`config.mk`:
```
export PLATFORM = sky130hd
export DESIGN_NAME = seg_scan_driver
export DESIGN_NICKNAME = d
export VERILOG_FILES = /design/src/rtl/seg_scan_driver.sv
export SDC_FILE = /design/constraint.sdc
export NUM_CORES = 1
export LEC_CHECK = 0
export CORE_MARGIN = 10
export CORE_UTILIZATION = 55
export CTS_CLUSTER_DIAMETER = 60
export DETAILED_ROUTE_END_ITERATION = 12
export GPL_TIMING_DRIVEN = 0
export PLACE_DENSITY = 0.81
export SYNTH_ARGS = -nofsm -noshare
export SYNTH_HDL_FRONTEND = slang
export SYNTH_SLANG_ARGS = --single-unit
```
`constraint.sdc`:
```
create_clock -name CLK_50M -period 6.8 [get_ports CLK_50M]
set_clock_uncertainty 0.1 [all_clocks]
set_input_delay 0.68 -clock CLK_50M [delete_from_list [all_inputs] [get_ports CLK_50M]]
set_output_delay 0.68 -clock CLK_50M [all_outputs]
set_load 0.05 [all_outputs]
```
`src/rtl/seg_scan_driver.sv`:
```
`timescale 1ns/1ps
// seg_scan_driver
// Time-multiplexed 7-segment scan driver for DIGITS common-enable digits.
// It has per-digit decimal point, blank and blink controls, and PWM brightness.
// The inputs are double buffered: a load strobe writes the shadow registers.
// The shadow registers move to the active set only at a frame boundary, so a
// displayed frame never tears.
// Digit 0 is the leftmost digit. It shows the most significant nibble of
// digit_data.
// Build option: define SEG_SCAN_LZS_EN to add leading-zero suppression on the
// active registers.
module seg_scan_driver #(
  parameter int DIGITS    = 6,
  parameter int SCAN_DIV  = 50000,
  parameter int BLINK_DIV = 250,
  parameter int PWM_BITS  = 4
) (
  input  logic                  CLK_50M,
  input  logic                  RST_N,
  input  logic [4*DIGITS-1:0]   digit_data,
  input  logic [DIGITS-1:0]     dp_in,
  input  logic [DIGITS-1:0]     blank_in,
  input  logic [DIGITS-1:0]     blink_in,
  input  logic [PWM_BITS-1:0]   bright,
  input  logic                  load,
  output logic [7:0]            SEG_DATA,
  output logic [DIGITS-1:0]     SEG_EN,
  output logic                  frame_done
);

  localparam int IDX_W = $clog2(DIGITS);
  localparam int DIV_W = $clog2(SCAN_DIV);
  localparam int BLK_W = (BLINK_DIV > 1) ? $clog2(BLINK_DIV) : 1;

  localparam logic [DIV_W-1:0] DIV_LAST = DIV_W'(SCAN_DIV - 1);
  localparam logic [IDX_W-1:0] IDX_LAST = IDX_W'(DIGITS - 1);
  localparam logic [BLK_W-1:0] BLK_LAST = BLK_W'(BLINK_DIV - 1);

  // scan timing
  logic [DIV_W-1:0]    div_q, div_d;
  logic [IDX_W-1:0]    idx_q, idx_d;
  logic [PWM_BITS-1:0] pwm_q, pwm_d;
  logic                frame_done_q;
  logic                tick, boundary;

  // blink timing
  logic [BLK_W-1:0]    blk_cnt_q, blk_cnt_d;
  logic                blink_phase_q, blink_phase_d;

  // shadow and active display registers
  logic [4*DIGITS-1:0] sh_data_q, sh_data_d, act_data_q, act_data_d;
  logic [DIGITS-1:0]   sh_dp_q, sh_dp_d, act_dp_q, act_dp_d;
  logic [DIGITS-1:0]   sh_blank_q, sh_blank_d, act_blank_q, act_blank_d;
  logic [DIGITS-1:0]   sh_blink_q, sh_blink_d, act_blink_q, act_blink_d;

  // current-digit selection and outputs
  logic [DIGITS-1:0]   supp;
  logic [3:0]          cur_nib;
  logic                cur_dp, cur_blank, cur_blink, cur_supp;
  logic [DIGITS-1:0]   cur_en_n;
  logic                pwm_on, visible;
  logic [DIGITS-1:0]   seg_en_q, seg_en_d;
  logic [7:0]          seg_data_q, seg_data_d;

  function automatic logic [6:0] hex_font(input logic [3:0] n);
    logic [6:0] f;
    case (n)
      4'h0: f = 7'h3F;
      4'h1: f = 7'h06;
      4'h2: f = 7'h5B;
      4'h3: f = 7'h4F;
      4'h4: f = 7'h66;
      4'h5: f = 7'h6D;
      4'h6: f = 7'h7D;
      4'h7: f = 7'h07;
      4'h8: f = 7'h7F;
      4'h9: f = 7'h6F;
      4'hA: f = 7'h77;
      4'hB: f = 7'h7C;
      4'hC: f = 7'h58;
      4'hD: f = 7'h5E;
      4'hE: f = 7'h79;
      default: f = 7'h71;
    endcase
    return f;
  endfunction

  assign tick     = (div_q == DIV_LAST);
  assign boundary = tick && (idx_q == IDX_LAST);

  // Slot divider, digit index and free-running PWM counter next state
  always_comb begin
    div_d = tick ? '0 : div_q + DIV_W'(1);
    idx_d = idx_q;
    if (tick) begin
      idx_d = (idx_q == IDX_LAST) ? '0 : idx_q + IDX_W'(1);
    end
    pwm_d = pwm_q + PWM_BITS'(1);
  end

  // Scan timing registers; frame_done is the boundary delayed by one clock
  always_ff @(posedge CLK_50M or negedge RST_N) begin
    if (!RST_N) begin
      div_q        <= '0;
      idx_q        <= '0;
      pwm_q        <= '0;
      frame_done_q <= 1'b0;
    end else begin
      div_q        <= div_d;
      idx_q        <= idx_d;
      pwm_q        <= pwm_d;
      frame_done_q <= boundary;
    end
  end

  // Count completed frames and toggle the blink phase at each wrap
  always_comb begin
    blk_cnt_d     = blk_cnt_q;
    blink_phase_d = blink_phase_q;
    if (boundary) begin
      if (blk_cnt_q == BLK_LAST) begin
        blk_cnt_d     = '0;
        blink_phase_d = ~blink_phase_q;
      end else begin
        blk_cnt_d = blk_cnt_q + BLK_W'(1);
      end
    end
  end

  // Blink counter and phase registers (phase 0 = visible)
  always_ff @(posedge CLK_50M or negedge RST_N) begin
    if (!RST_N) begin
      blk_cnt_q     <= '0;
      blink_phase_q <= 1'b0;
    end else begin
      blk_cnt_q     <= blk_cnt_d;
      blink_phase_q <= blink_phase_d;
    end
  end

  // Load writes the shadow set. The boundary copies the shadow set to the
  // active set. Because the active set copies the next shadow value, a load
  // that arrives on the boundary cycle goes straight through to the display.
  always_comb begin
    sh_data_d  = load ? digit_data : sh_data_q;
    sh_dp_d    = load ? dp_in      : sh_dp_q;
    sh_blank_d = load ? blank_in   : sh_blank_q;
    sh_blink_d = load ? blink_in   : sh_blink_q;
    act_data_d  = boundary ? sh_data_d  : act_data_q;
    act_dp_d    = boundary ? sh_dp_d    : act_dp_q;
    act_blank_d = boundary ? sh_blank_d : act_blank_q;
    act_blink_d = boundary ? sh_blink_d : act_blink_q;
  end

  // Shadow and active register banks
  always_ff @(posedge CLK_50M or negedge RST_N) begin
    if (!RST_N) begin
      sh_data_q   <= '0;
      sh_dp_q     <= '0;
      sh_blank_q  <= '0;
      sh_blink_q  <= '0;
      act_data_q  <= '0;
      act_dp_q    <= '0;
      act_blank_q <= '0;
      act_blink_q <= '0;
    end else begin
      sh_data_q   <= sh_data_d;
      sh_dp_q     <= sh_dp_d;
      sh_blank_q  <= sh_blank_d;
      sh_blink_q  <= sh_blink_d;
      act_data_q  <= act_data_d;
      act_dp_q    <= act_dp_d;
      act_blank_q <= act_blank_d;
      act_blink_q <= act_blink_d;
    end
  end

`ifdef SEG_SCAN_LZS_EN
  // Leading zeros stay dark until the first nonzero nibble or the first lit
  // decimal point. The last digit is always shown.
  always_comb begin
    logic run;
    run  = 1'b1;
    supp = '0;
    for (int d = 0; d < DIGITS - 1; d++) begin
      run = run & (act_data_q[4*(DIGITS-1-d) +: 4] == 4'h0) & ~act_dp_q[d];
      supp[d] = run;
    end
  end
`else
  assign supp = '0;
`endif

  // Select the active controls for the digit in the current slot
  always_comb begin
    cur_nib   = 4'h0;
    cur_dp    = 1'b0;
    cur_blank = 1'b0;
    cur_blink = 1'b0;
    cur_supp  = 1'b0;
    cur_en_n  = '1;
    for (int d = 0; d < DIGITS; d++) begin
      if (idx_q == IDX_W'(d)) begin
        cur_nib     = act_data_q[4*(DIGITS-1-d) +: 4];
        cur_dp      = act_dp_q[d];
        cur_blank   = act_blank_q[d];
        cur_blink   = act_blink_q[d];
        cur_supp    = supp[d];
        cur_en_n[d] = 1'b0;
      end
    end
  end

  // Output next state. The font is always presented and only the enable is
  // gated. The slot-end tick forces the next cycle dark, so adjacent digits
  // never overlap.
  always_comb begin
    pwm_on     = (pwm_q <= bright);
    visible    = pwm_on & ~cur_blank & ~cur_supp & ~(cur_blink & blink_phase_q);
    seg_data_d = {cur_dp, hex_font(cur_nib)};
    seg_en_d   = '1;
    if (!tick && visible) begin
      seg_en_d = cur_en_n;
    end
  end

  // Registered pin drivers; reset darkens the display immediately
  always_ff @(posedge CLK_50M or negedge RST_N) begin
    if (!RST_N) begin
      seg_en_q   <= '1;
      seg_data_q <= 8'h00;
    end else begin
      seg_en_q   <= seg_en_d;
      seg_data_q <= seg_data_d;
    end
  end

  assign SEG_EN     = seg_en_q;
  assign SEG_DATA   = seg_data_q;
  assign frame_done = frame_done_q;

endmodule

```
; After elaboration in Yosys (flattened, before gate mapping)
; Memories as Yosys holds them, arrays and structs flattened. A register that Yosys moved wholly into a read port is not among the register bits.
; Cells that the tools add are included.
; W data, S select, Z words.
[totals]
ff_bits = 131
romBits = 112
wordCells = 79
mem_count = 1
[op_classes]
add_sub_neg = 4
magnitude_cmp = 1
eq_ne = 7
muxes = 38
bitwise_logic = 6
reduce_logical = 6
[mem_list]
columns = memory, depth, word_bits, rd, rd_clocked_by_memory_dff, write_ports, line_no
row1 = (name not given), 16, 7, 1, 1, 0, 67  ; case (n)
[op_table]
columns = cell, count
row1 = $mux W1, 24
row2 = $mux W24, 1
row3 = $mux W4, 6
row4 = $mux W6, 4
row5 = $add A16 B1 Y16 const B, 1
row6 = $eq A16 B16 Y1 const B, 1
row7 = $mux W16, 1
row8 = $add A8 B1 Y8 const B, 1
row9 = $eq A8 B8 Y1 const B, 1
row10 = $mux W8, 1
row11 = $eq A3 B2 Y1 const B, 2
row12 = $eq A3 B3 Y1 const B, 2
row13 = $add A4 B1 Y4 const B, 1
row14 = $le A4 B4 Y1, 1
row15 = $add A3 B1 Y3 const B, 1
row16 = $and A1 B1 Y1, 3
row17 = $eq A3 B1 Y1 const B, 1
row18 = $logic_not A3 Y1, 1
row19 = $mux W3, 1
row20 = $not A1 Y1, 3
row21 = $logic_and A1 B1 Y1, 2
row22 = $logic_not A1 Y1, 2
row23 = $reduce_and A2 Y1, 1

; Logic depth before layout (Yosys ltp)
[depth]
ltp_word = 12
mapped_depth = 13

; Worst setup path before layout
; OpenSTA, ideal clock, no wires.
[synth_timing]
kind = reg2reg
from = register idx_q[0]
to = register seg_data_q[3], in the netlist SEG_DATA[3]
setup_ns = 0.065
arrival_time_ns = 3.003
required_time_ns = 6.635
path_slack_ns = 3.633
path_stages_with_launch = 13
n_path_buf = 4
synth_period_minus_slack_ns = 3.167
cell_sequence = dfrtp_1 > buf_2 > buf_2 > buf_1 > and2_1 > ha_1 > clkbuf_1 > a311oi_1 > a211oi_2 > inv_1 > ha_1 > mux4_1 > inv_1
[synth_via]
elab_chain_cells = 7
[synth_lines]
columns = element, line_no
row1 = "start, declared", 41  ; logic [IDX_W-1:0] idx_q, idx_d;
row2 = "start signal, assigned", 110  ; idx_q <= idx_d;
row3 = $logic_not A3 Y1, 203  ; if (idx_q == IDX_W'(d)) begin
row4 = $mux W4 (5 in a row), 203
row5 = $mux W4 (*), 203
row6 = "end, declared", 63  ; logic [7:0] seg_data_q, seg_data_d;
; Every way passes the cells marked *; elsewhere a longest branch is shown, timed or not.
; A chain may end at the register's enable or synchronous reset.

; Worst setup path after layout
; Ends and elaborated chain as after synthesis.

==> results.json <==
{
  "hold_ws_ns": 0.373,
  "ys_top_cells_by_count": "dfrtp_1, mux2_2, mux2_1",
  "grtUsageTotal": 0.167,
  "cts_resized": 0,
  "cts_tree": "built",
  "die_area_um2": 15100,
  "grt_pass1_wl_um": 19700,
  "nets": 596,
  "start_util": 0.563,
  "nFillCells": 696,
  "first_pass_iters": 4,
  "finalHoldViolations": 0,
  "hp-class": "flip-flop to flip-flop",
  "clock-root-buffer": "clkbuf_8",
  "clk_path_buf_depth": 2,
  "postRouteWirelength_um": 11800,
  "sequentialPowerShare": 0.460,
  "ant_nets": 0,
  "postCtsSetupBuffers": 0,
  "max_cap_violations": 0,
  "yosysTopAreaCell": "dfrtp_1",
  "diodes": 0,
  "leakage_nw": 3.27,
  "vdd_drop_max_mv": 0.159,
  "status": "complete, no violations",
  "ys_seq_area_frac": 0.565,
  "antenna_found_initial": 0,
  "critical_path_class": "flip-flop to flip-flop",
  "tns_ns": 0,
  "drc": 0,
  "grt_pass1_vias": 3982,
  "io_buffers": 62,
  "h-tree-depth": 4,
  "num_rows": 37,
  "worstSetupEndpointType": "flip-flop",
  "netSwitchingPower_w": 0.000379,
  "ios": 64,
  "setup_viol": 0,
  "cts_sinks": 131,
  "combPwrFrac": 0.052,
  "synth_edf_count": 0,
  "fmax_mhz": 255,
  "core_um2": 10300,
  "syn_avg_cell_area_um2": 13.0,
  "synth.net_count": 513,
  "clk_latency_ns": 0.52,
  "grt_overflow": 0,
  "ys_types": 57,
  "async_flop_share": 1.00,
  "min_period_ns": 3.91,
  "crit_fanout": 10,
  "cp.arrival_ns": 4.27,
  "drive_above_1_share": 0.215,
  "final_max_slew_viol_count": 0,
  "dr_total_vias": 3680,
  "dp_hpwl_um": 8340,
  "wl_per_cell_um": 17.3,
  "die_w_um": 123,
  "p_int_w": 0.00138,
  "p_per_area_nw_per_um2": 244,
  "gp_congestion": 0.831,
  "yosysTopAreaCellShare": 0.538,
  "clkPwrFrac": 0.487,
  "viasPerCell": 5.41,
  "relSlewSlack": 0.437,
  "rrSetupSlack_ns": 2.89,
  "drt_iter0_markers": 223,
  "layout_worst_path_cycle_share": 0.576,
  "synth_cells": 448,
  "synth.cell_area_um2": 5820,
  "total_power_w": 0.00176,
  "switching_share": 0.215,
  "start_kind": "flip-flop",
  "area_growth_pct": 24.0,
  "synth_ff_type": "dfrtp_1",
  "grt_max_degree": 83,
  "rsz0062_at_grt": "false",
  "clk_pin_slew_ns": 0.06,
  "synth_area_leaders": "dfrtp_1, mux2_2, mux2_1, ha_1, dfstp_2",
  "required_ns": 7.16,
  "yosysMostFrequentCell": "dfrtp_1",
  "cts_buffers": 17,
  "yosys_warnings": 0,
  "worstMarginPinSlew_ns": 0.839,
  "ys_ff_latch": 131,
  "fin_util": 0.699,
  "die_h_um": 123
}
==> area by class of cell <==
class	count	area [um2]	area share
inverter	17	63.8	0.00885
tap	136	170	0.0236
clock buffer	19	432	0.0598
buffer	19	97.6	0.0135
sequential	131	3290	0.456
timing repair buffer	64	659	0.0914
multi-input combinational	281	2370	0.328
clock inverter	13	136	0.0189
==> stage by stage <==
step,worst slack (ns),cell area [um2],cells
after floorplan,3.63,5820,448
final,2.89,7210,680
after global routing,2.55,7210,680
after global placement,0.113,6610,646
after CTS,2.85,7210,680
after detailed placement,2.91,6640,647
==> logic make-up after synthesis <==
family	synth area share
buffers and inverters	0.0278
DFF	0.565
AOI/OAI and AO/OA	0.0624
adders and majority gates	0.0344
and+or+nand+nor	0.0953
muxes	0.191
xor gates and xnor gates	0.0241
==> worst max-delay path, cell delays in order, from the launching register on <==
cell      delay [ns]
dfrtp_1         0.33
buf_2           0.20
buf_2           0.27
buf_1           0.40
and2_1          0.20
ha_1            0.32
clkbuf_1        0.41
a311oi_1        0.12
a211oi_2        0.48
inv_1           0.20
ha_1            0.27
mux4_1          0.51
inv_1           0.06
==> state kept, by name, indices dropped and copies added (netlist names) <==
signal and flops:
sh_dp_q 6, idx_q 3, pwm_q 4, SEG_EN 6, act_blink_q 6, act_data_q 24, act_dp_q 6, blk_cnt_q 8
act_blank_q 6, blink_phase_q 1, sh_blink_q 6, SEG_DATA 8, frame_done 1, sh_data_q 24, sh_blank_q 6, div_q 16
==> worst paths after layout <==
| path | from | end | cells past startpoint |
|---|---|---|---|
| max in group asynchronous | RST_N | SEG_EN[5]$_DFF_PN1_ | 3 |
| worst max-delay path | idx_q[0]$_DFFE_PN0N_ | SEG_DATA[3]$_DFF_PN0_ | 12 |
| min in group asynchronous | RST_N | sh_data_q[3]$_DFF_PN0_ | 2 |
| worst min register to register | div_q[0]$_DFF_PN0_ | div_q[0]$_DFF_PN0_ | 1 |
| worst max register to register | idx_q[0]$_DFFE_PN0N_ | SEG_DATA[3]$_DFF_PN0_ | 12 |
| worst min-delay path | div_q[0]$_DFF_PN0_ | div_q[0]$_DFF_PN0_ | 1 |
==> power groups by stage <==
stage | Sequential [W] | Clock, W | Combinational [W]
2_1_floorplan | 0.000823 | 0 | 0.0000366
3_3_place_gp | 0.000824 | 0 | 0.0000879
3_5_place_dp | 0.000825 | 0 | 0.0000929
4_1_cts | 0.000812 | 0.000871 | 0.0000943
5_1_grt | 0.000813 | 0.000910 | 0.000102
6_report | 0.000811 | 0.000859 | 0.0000923
==> routing by layer <==
layer / wire length [um] / vias up / global-route usage
li1: - / 1754 / -
met1: 4880 / 1819 / 0.192
met2: 6070 / 93 / 0.287
met3: 642 / 14 / 0.0533
met4: 182 / 0 / 0.0611
met5: 0 / - / 0
==> cells in the final DEF (no fill, tap or decap), drive strengths merged, types with 3 or more instances in the layout <==
cell type,instances
mux2i,9
xor2,8
dfrtp,125
o31ai,3
nor2b,7
clkbuf,28
ha,16
nor4bb,4
o21ai,14
inv,17
nor2,17
clkinvlp,4
mux2,88
and2,7
and4,3
xnor2,8
a211oi,5
buf,12
nand3,7
nand2b,4
clkdlybuf4s50,61
dfstp,6
a21oi,9
or3,3
clkinv,7
o211ai,3
nand4,8
and3,7
nand2,23
==> repair_timing <==
| action | 4_1_cts | 5_1_grt |
|---|---|---|
| hold endpoints to repair | 46 | 0 |
| endpoints found under the setup margin | 0 | 0 |
| hold buffers | 1 | 0 |
No activity file was read; power rests on OpenSTA's default activity.
